File: config.mk
export PLATFORM = sky130hd
export DESIGN_NAME = bsg_zynq_axil_master
export DESIGN_NICKNAME = d
export VERILOG_FILES = /design/src/rtl/bsg_zynq_axil_pkg.sv /design/src/rtl/bsg_dff_reset_en.sv /design/src/rtl/bsg_zynq_axil_master.sv
export SDC_FILE = /design/constraint.sdc
export NUM_CORES = 1
export LEC_CHECK = 0
export ABC_AREA = 1
export BUFFER_PORTS_ARGS = -buffer_cell sky130_fd_sc_hd__buf_2
export CORE_MARGIN = 2
export CORE_UTILIZATION = 48
export CTS_BUF_LIST = sky130_fd_sc_hd__clkbuf_4
export CTS_CLUSTER_DIAMETER = 30
export CTS_CLUSTER_SIZE = 16
export DETAILED_ROUTE_END_ITERATION = 6
export PLACE_DENSITY = 0.82
export SLEW_MARGIN = 20
export SYNTH_ARGS = -nofsm -noshare
export SYNTH_HDL_FRONTEND = slang
export SYNTH_SLANG_ARGS = --single-unit
export TNS_END_PERCENT = 10
File: constraint.sdc
create_clock -name aclk -period 1.43 [get_ports aclk]
set_input_delay 0.286 -clock aclk [delete_from_list [all_inputs] [get_ports aclk]]
set_output_delay 0.286 -clock aclk [all_outputs]
set_load 0.05 [all_outputs]
File: src/rtl/bsg_zynq_axil_pkg.sv
// Shared types for the PL-side AXI4-Lite initiator.
//   state_e     : transaction sequencer states
//   RESP_*      : AXI response codes
//   axil_cmd_s  : captured command (we, addr, data, wstrb)
//   resp_is_err : anything other than OKAY is reported as an error
package bsg_zynq_axil_pkg;

    localparam int AXIL_DATA_WIDTH = 32;
    localparam int AXIL_ADDR_WIDTH = 5;

    typedef enum logic [2:0] {
        IDLE,
        WR,
        WB,
        RA,
        RD,
        RESP
    } state_e;

    localparam logic [1:0] RESP_OKAY   = 2'b00;
    localparam logic [1:0] RESP_EXOKAY = 2'b01;
    localparam logic [1:0] RESP_SLVERR = 2'b10;
    localparam logic [1:0] RESP_DECERR = 2'b11;

    typedef struct packed {
        logic                           we;
        logic [AXIL_ADDR_WIDTH-1:0]     addr;
        logic [AXIL_DATA_WIDTH-1:0]     data;
        logic [AXIL_DATA_WIDTH/8-1:0]   wstrb;
    } axil_cmd_s;

    // EXOKAY is flagged too: a lite initiator never issues exclusive accesses.
    function automatic logic resp_is_err(input logic [1:0] resp);
        return resp != RESP_OKAY;
    endfunction

endpackage

File: src/rtl/bsg_dff_reset_en.sv
// Enabled register with asynchronous active-low reset to zero.
//   clk, rst_n : clock and async active-low reset
//   en         : load enable
//   d, q       : data in / registered data out
module bsg_dff_reset_en #(
    parameter int width_p = 1
) (
    input  logic               clk,
    input  logic               rst_n,
    input  logic               en,
    input  logic [width_p-1:0] d,
    output logic [width_p-1:0] q
);

    always_ff @(posedge clk or negedge rst_n) begin
        if (!rst_n) begin
            q <= '0;
        end else if (en) begin
            q <= d;
        end
    end

endmodule

File: src/rtl/bsg_zynq_axil_master.sv
// PL-side AXI4-Lite initiator. Converts a valid/ready command stream into
// single AXI4-Lite reads or writes, one outstanding at a time, and returns
// each result on a valid/yumi response stream.
//   aclk, aresetn            : clock, async active-low reset
//   cmd_*                    : command stream (we, byte addr, data, wstrb)
//   resp_*                   : response stream (we echo, read data, error)
//   m00_axi_*                : AXI4-Lite master port
//
// state | meaning
// IDLE  | ready for a command
// WR    | AW and W offered; each drops after its own handshake
// WB    | waiting for the write response
// RA    | AR offered
// RD    | waiting for the read data
// RESP  | result held on resp_* until yumi
module bsg_zynq_axil_master
    import bsg_zynq_axil_pkg::*;
#(
    parameter int C_M00_AXI_DATA_WIDTH = AXIL_DATA_WIDTH,
    parameter int C_M00_AXI_ADDR_WIDTH = AXIL_ADDR_WIDTH
) (
    input  logic                              aclk,
    input  logic                              aresetn,

    input  logic                              cmd_v_i,
    output logic                              cmd_ready_o,
    input  logic                              cmd_we_i,
    input  logic [C_M00_AXI_ADDR_WIDTH-1:0]   cmd_addr_i,
    input  logic [C_M00_AXI_DATA_WIDTH-1:0]   cmd_data_i,
    input  logic [C_M00_AXI_DATA_WIDTH/8-1:0] cmd_wstrb_i,

    output logic                              resp_v_o,
    input  logic                              resp_yumi_i,
    output logic                              resp_we_o,
    output logic [C_M00_AXI_DATA_WIDTH-1:0]   resp_data_o,
    output logic                              resp_err_o,

    output logic [C_M00_AXI_ADDR_WIDTH-1:0]   m00_axi_awaddr,
    output logic [2:0]                        m00_axi_awprot,
    output logic                              m00_axi_awvalid,
    input  logic                              m00_axi_awready,
    output logic [C_M00_AXI_DATA_WIDTH-1:0]   m00_axi_wdata,
    output logic [C_M00_AXI_DATA_WIDTH/8-1:0] m00_axi_wstrb,
    output logic                              m00_axi_wvalid,
    input  logic                              m00_axi_wready,
    input  logic [1:0]                        m00_axi_bresp,
    input  logic                              m00_axi_bvalid,
    output logic                              m00_axi_bready,
    output logic [C_M00_AXI_ADDR_WIDTH-1:0]   m00_axi_araddr,
    output logic [2:0]                        m00_axi_arprot,
    output logic                              m00_axi_arvalid,
    input  logic                              m00_axi_arready,
    input  logic [C_M00_AXI_DATA_WIDTH-1:0]   m00_axi_rdata,
    input  logic [1:0]                        m00_axi_rresp,
    input  logic                              m00_axi_rvalid,
    output logic                              m00_axi_rready
);

    // axil_cmd_s is sized from the package widths, which the parameter
    // defaults track; overriding the widths needs a matching package.
    state_e    state, state_next;
    axil_cmd_s cmd_d, cmd_q;
    logic      accept;
    logic      aw_hs, w_hs;
    logic      aw_done, w_done;

    assign accept = cmd_v_i & cmd_ready_o;
    assign aw_hs  = m00_axi_awvalid & m00_axi_awready;
    assign w_hs   = m00_axi_wvalid & m00_axi_wready;

    always_comb begin
        cmd_d       = '0;
        cmd_d.we    = cmd_we_i;
        cmd_d.addr  = cmd_addr_i;
        cmd_d.data  = cmd_data_i;
        cmd_d.wstrb = cmd_wstrb_i;
    end

    bsg_dff_reset_en #(.width_p($bits(axil_cmd_s))) cmd_reg (
        .clk   (aclk),
        .rst_n (aresetn),
        .en    (accept),
        .d     (cmd_d),
        .q     (cmd_q)
    );

    // Address/data come straight from the command register, which only
    // loads in IDLE, so they are stable for the whole transaction.
    assign m00_axi_awaddr = cmd_q.addr;
    assign m00_axi_araddr = cmd_q.addr;
    assign m00_axi_wdata  = cmd_q.data;
    assign m00_axi_wstrb  = cmd_q.wstrb;
    assign m00_axi_awprot = 3'b000;
    assign m00_axi_arprot = 3'b000;

    always_ff @(posedge aclk or negedge aresetn) begin
        if (!aresetn) begin
            state <= IDLE;
        end else begin
            state <= state_next;
        end
    end

    // AW and W may complete in either order or together.
    always_ff @(posedge aclk or negedge aresetn) begin
        if (!aresetn) begin
            aw_done <= 1'b0;
            w_done  <= 1'b0;
        end else if (accept) begin
            aw_done <= 1'b0;
            w_done  <= 1'b0;
        end else if (state == WR) begin
            if (aw_hs) aw_done <= 1'b1;
            if (w_hs)  w_done  <= 1'b1;
        end
    end

    always_ff @(posedge aclk or negedge aresetn) begin
        if (!aresetn) begin
            resp_we_o   <= 1'b0;
            resp_data_o <= '0;
            resp_err_o  <= 1'b0;
        end else if (state == WB && m00_axi_bvalid) begin
            resp_we_o   <= cmd_q.we;
            resp_data_o <= '0;
            resp_err_o  <= resp_is_err(m00_axi_bresp);
        end else if (state == RD && m00_axi_rvalid) begin
            resp_we_o   <= cmd_q.we;
            resp_data_o <= m00_axi_rdata;
            resp_err_o  <= resp_is_err(m00_axi_rresp);
        end
    end

    always_comb begin
        state_next = state;
        case (state)
            IDLE: if (accept) state_next = cmd_we_i ? WR : RA;
            WR:   if ((aw_done | aw_hs) & (w_done | w_hs)) state_next = WB;
            WB:   if (m00_axi_bvalid) state_next = RESP;
            RA:   if (m00_axi_arready) state_next = RD;
            RD:   if (m00_axi_rvalid) state_next = RESP;
            RESP: if (resp_yumi_i) state_next = IDLE;
            default: state_next = IDLE;
        endcase
    end

    // Every handshake output decodes registered state only, so no valid
    // ever follows a ready combinationally and reset clears them at once.
    always_comb begin
        cmd_ready_o     = 1'b0;
        m00_axi_awvalid = 1'b0;
        m00_axi_wvalid  = 1'b0;
        m00_axi_bready  = 1'b0;
        m00_axi_arvalid = 1'b0;
        m00_axi_rready  = 1'b0;
        resp_v_o        = 1'b0;
        case (state)
            IDLE: cmd_ready_o = 1'b1;
            WR: begin
                m00_axi_awvalid = ~aw_done;
                m00_axi_wvalid  = ~w_done;
            end
            WB:   m00_axi_bready  = 1'b1;
            RA:   m00_axi_arvalid = 1'b1;
            RD:   m00_axi_rready  = 1'b1;
            RESP: resp_v_o        = 1'b1;
            default: cmd_ready_o  = 1'b0;
        endcase
    end

endmodule

; After elaboration in Yosys (flattened, before gate mapping)
; Cells that the tools add are included.
[word_totals]
register_bits = 81
latch_bits = 0
ram_bits = 0
rom_bits = 0
inputBits = 87
out_inout_bits = 93
mem_count = 0
[op_classes]
n_addsub = 0
multipliers = 0
div_mod_pow = 0
n_lt_le_gt_ge = 0
eq_ne = 11
n_shift = 0
muxes = 27
n_bitwise = 8
reduce_logical = 12
[ops]
columns = operator, count
row1 = two-way mux 32 bit, 2
row2 = two-way mux 3 bit, 6
row3 = one-hot mux 3 bit (6 select lines), 1
row4 = two-way mux 1 bit, 17
row5 = nonzero test 2 bit, 6
row6 = "inequality test 2 bit, second input constant", 5
row7 = "== test 3 x 2 -> 1 bit, second input constant", 2
row8 = "== test 3 bit, second input constant", 2
row9 = AND reduction 6 bit, 1
row10 = bitwise AND 1 bit, 4
row11 = AND reduction 2 bit, 2
row12 = "== test 3 x 1 -> 1 bit, second input constant", 1
row13 = logical NOT 3 bit, 1
row14 = logical AND 1 bit, 2
row15 = two-way mux 2 bit, 1
row16 = "inequality test 2 x 1 -> 1 bit, second input constant", 1
row17 = inverter 1 bit, 2
row18 = OR 1 bit, 2

; Logic depth before layout (Yosys ltp)
[logic_depth]
depth_word = 7
mapped_depth = 9
depth_no_buf = 8

; By module
; A second synthesis with hierarchy kept.
[unflattened]
cells_unflattened = 399
hier_area_um2 = 3480.8
[modules_own_cells]
columns = mod, n_inst, cells_per_inst, area_per_inst_um2, seq_area_each_um2
row1 = bsg_zynq_axil_master, 1, 221, 1826.8, 975.9
row2 = bsg_dff_reset_en, 1, 178, 1654.1, 1051.0

; Worst setup path after synthesis
; Ideal clock, no wire load.
[synth_timing]
kind = register to output
from = register state[2]
to = output resp_v_o
arrival_ps = 1578
path_slack_ps = -434
path_stages_with_launch = 4
path_cell_list = dfrtp_1 > buf_2 > inv_2 > nor3_1
[synth_via]
elab_chain_cells = 2
[synth_lines]
columns = element, line
row1 = from (decl), bsg_zynq_axil_master.sv:61  ; state_e state, state_next;
row2 = from (signal assigned), bsg_zynq_axil_master.sv:100  ; state <= state_next;
row3 = == test 3 bit, bsg_zynq_axil_master.sv:157  ; case (state)
row4 = two-way mux 1 bit, bsg_zynq_axil_master.sv:157
row5 = to (decl), bsg_zynq_axil_master.sv:32  ; output logic resp_v_o,
; No other way between the ends.

; Worst setup path in the final report
[layout_timing]
from = register state[1]
to = output resp_v_o
; Same word-level chain as after synthesis.

==> metrics.txt <==
total core area roughly 7700 µm²; Synth warnings 0; DR vias 3338; port bufs 173; worst hold margin about 0.07 ns; # rows 32; top cells by area, synth dfrtp_1 (53%), nand2_1 (17%), buf_4 (11%); largest net degree at the start of global routing 82; setup violators final 32; Max Freq around 590 MHz; Worst Path Arrival around 1.4 ns; final slew viol count 0; max cap viols 0; startpoint types flip-flop; # clock sinks 81; status complete, but fails checks; critical path capture point type output port; CTS tree done; #FFs+latches synth between 80 and 90; CTS Buffer Depth 2; post-synth top area share a little over half; via-per-instance ratio a little under 5; register area a little over 2000 µm²; sequential share of the synthesized area 53.0%; CTS root buf clkbuf_4; Clock Latency Late Sink 0.39 ns; Clk pin slew, worst setup/hold paths 0.13 ns; share of cells above drive strength 1 41.2%; GRT Overall Usage between 20% and 30%; DR pass1 iterations 4; fin worst setup slack -0.260 ns; die width 93.3 µm; gp weighted congestion 0.835; H-tree Lvls 3; final WL 9.10 mm; Remaining Overflow, GRT 0; cell area after synthesis between 3000 and 4000 µm²; Ports 180; sum of net half-perimeters after detailed placement just over 6 mm; first-pass GRT wire length 14.6 mm; Starting Density ~50%; DRC Markers 0; Iter 0 DRT Violations roughly 140; Hold Crit Class input port to flip-flop; post-DR wirelength/cell 13.2 µm; Required @ worst endpoint 1.14 ns; Antenna Nets Post-Route 0; Area Overhead vs Synth 28.4%; Mapped Cells 443; CTS Buf Count 9; cell taking the most area after synthesis dfrtp_1; ANT cells 0; failing checks negative setup slack; pre-CTS setup slack -0.00870 ns; Finished Core Util a little under two thirds; Syn Area/Cell approximately 8.6 µm²; RSZ-0062 raised after global routing true; # fillers 667; CP Class flip-flop to output port; Die Y-Extent between 90 and 100 µm; multi-input gate area in the final layout ~1300 µm²; Final Hold Fails 0; minimum clock period approximately 1.7 ns; crit share post-route 118%; Clock Skews between 0.01 and 0.015 ns; CP max FO 4; vias in the first global route about 3.3k; fin nets ~670; initial antenna violation count 0; Die ar. 8700 µm²; Yosys cell types 22
## routing by layer
layer | part of all wire (%) | GRT usage [%]
met5 | 0 | 0
met4 | 1.8 | 6.62
met3 | 5.5 | 4.67
met2 | 53 | 37.4
met1 | 40 | 25.3
## path summary, 6_finish.rpt
check	startpoint	endpoint	slack, ns	cells after the start
worst min register to register	cmd_reg.q[15]	cmd_reg.q[15]	0.48	2
min in group asynchronous	aresetn	cmd_reg.q[27]	0.42	3
worst max-delay path	state[1]	resp_v_o	-0.26	3
worst min-delay path	cmd_wstrb_i[3]	cmd_reg.q[3]	0.07	3
max in group asynchronous	aresetn	state[0]	0.63	3
worst max register to register	state[0]	cmd_reg.q[22]	-0.04	7
## stage by stage
| step | cells | area [µm²] | TNS, ns |
|---|---|---|---|
| 2_1_floorplan | 448 | 3860 | -2.34 |
| 3_3_place_gp | 662 | 4450 | 0 |
| 3_5_place_dp | 662 | 4450 | -0.0146 |
| 4_1_cts | 687 | 4800 | -1.56 |
| 5_1_grt | 689 | 4910 | -5.41 |
| 6_report | 689 | 4910 | -1.87 |
## layout make-up
| type | count | area share [%] |
|---|---|---|
| Sequential cell | 81 | 41.3 |
| Clock buffer | 11 | 1.68 |
| Tap cell | 102 | 2.60 |
| Clock inverter | 5 | 1.63 |
| Timing Repair Buffer | 198 | 24.9 |
| Multi-Input combinational cell | 279 | 26.6 |
| Inverter | 13 | 1.22 |
## critical path, cell delays in order (launching register included)
cell	delay, ns
dfrtp_2	0.48
buf_6	0.15
nor3_4	0.19
buf_6	0.18
## synth_stat cells
master,count
inv_1,10
nor2_2,1
conb_1,1
nor2_4,1
nand4_1,3
inv_2,3
o21ai_0,3
nor3_1,2
buf_6,8
a21oi_1,3
dfrtp_1,81
nand2_4,2
nand3b_1,1
nor2_1,4
nor2_8,1
clkbuf_1,3
nand2_1,177
buf_2,7
buf_4,57
nand2_2,1
o21ai_1,1
nand3_1,73
## cell families (layout without fill, tap and decap cells)
group / after synthesis / in the layout / synth area share [%]
simple gates: 266 / 266 / 30.0
compound gates: 7 / 7 / 0.915
other cells: 1 / 6 / 0.0980
buf+inv: 88 / 227 / 16.0
flops: 81 / 81 / 53.0
## state kept, by name, summed over array words and instances (netlist names)
register / count
aw_done: 1
cmd_reg.q: 42
resp_data_o: 32
resp_err_o: 1
resp_we_o: 1
state: 3
w_done: 1
## timing repair
item / in CTS / in global routing
hold buffers: 1 / 0
hold endpoints to repair: 81 / 0
endpoints found under the setup margin: 25 / 92
buffers inserted: 8 / 3
gates resized for setup: 37 / 23
pin swaps: 5 / 13
## cells in the final DEF, fill, tap and decap left out
cell	n
nand2_1	174
inv_4	3
buf_4	11
nand2_4	2
clkinv_4	1
buf_2	161
nor3_4	1
nor2_2	1
clkinv_1	1
clkbuf_4	15
nand2_2	3
nor2_1	1
nand3_2	7
nand2_8	1
o21ai_1	1
dlygate4sd3_1	1
buf_12	5
bufinv_16	2
nand4_1	3
nand3_4	1
inv_2	3
nand3b_1	1
conb_1	6
nor2_4	4
dfrtp_1	79
nor3_1	1
buf_6	12
dfrtp_2	2
buf_8	4
nor2_8	1
inv_1	6
a21oi_1	3
nand3_1	65
clkinvlp_4	2
o21ai_0	3
Power is not shown: default switching activity piles up to over one toggle a cycle in this logic, so the estimate is an artifact.
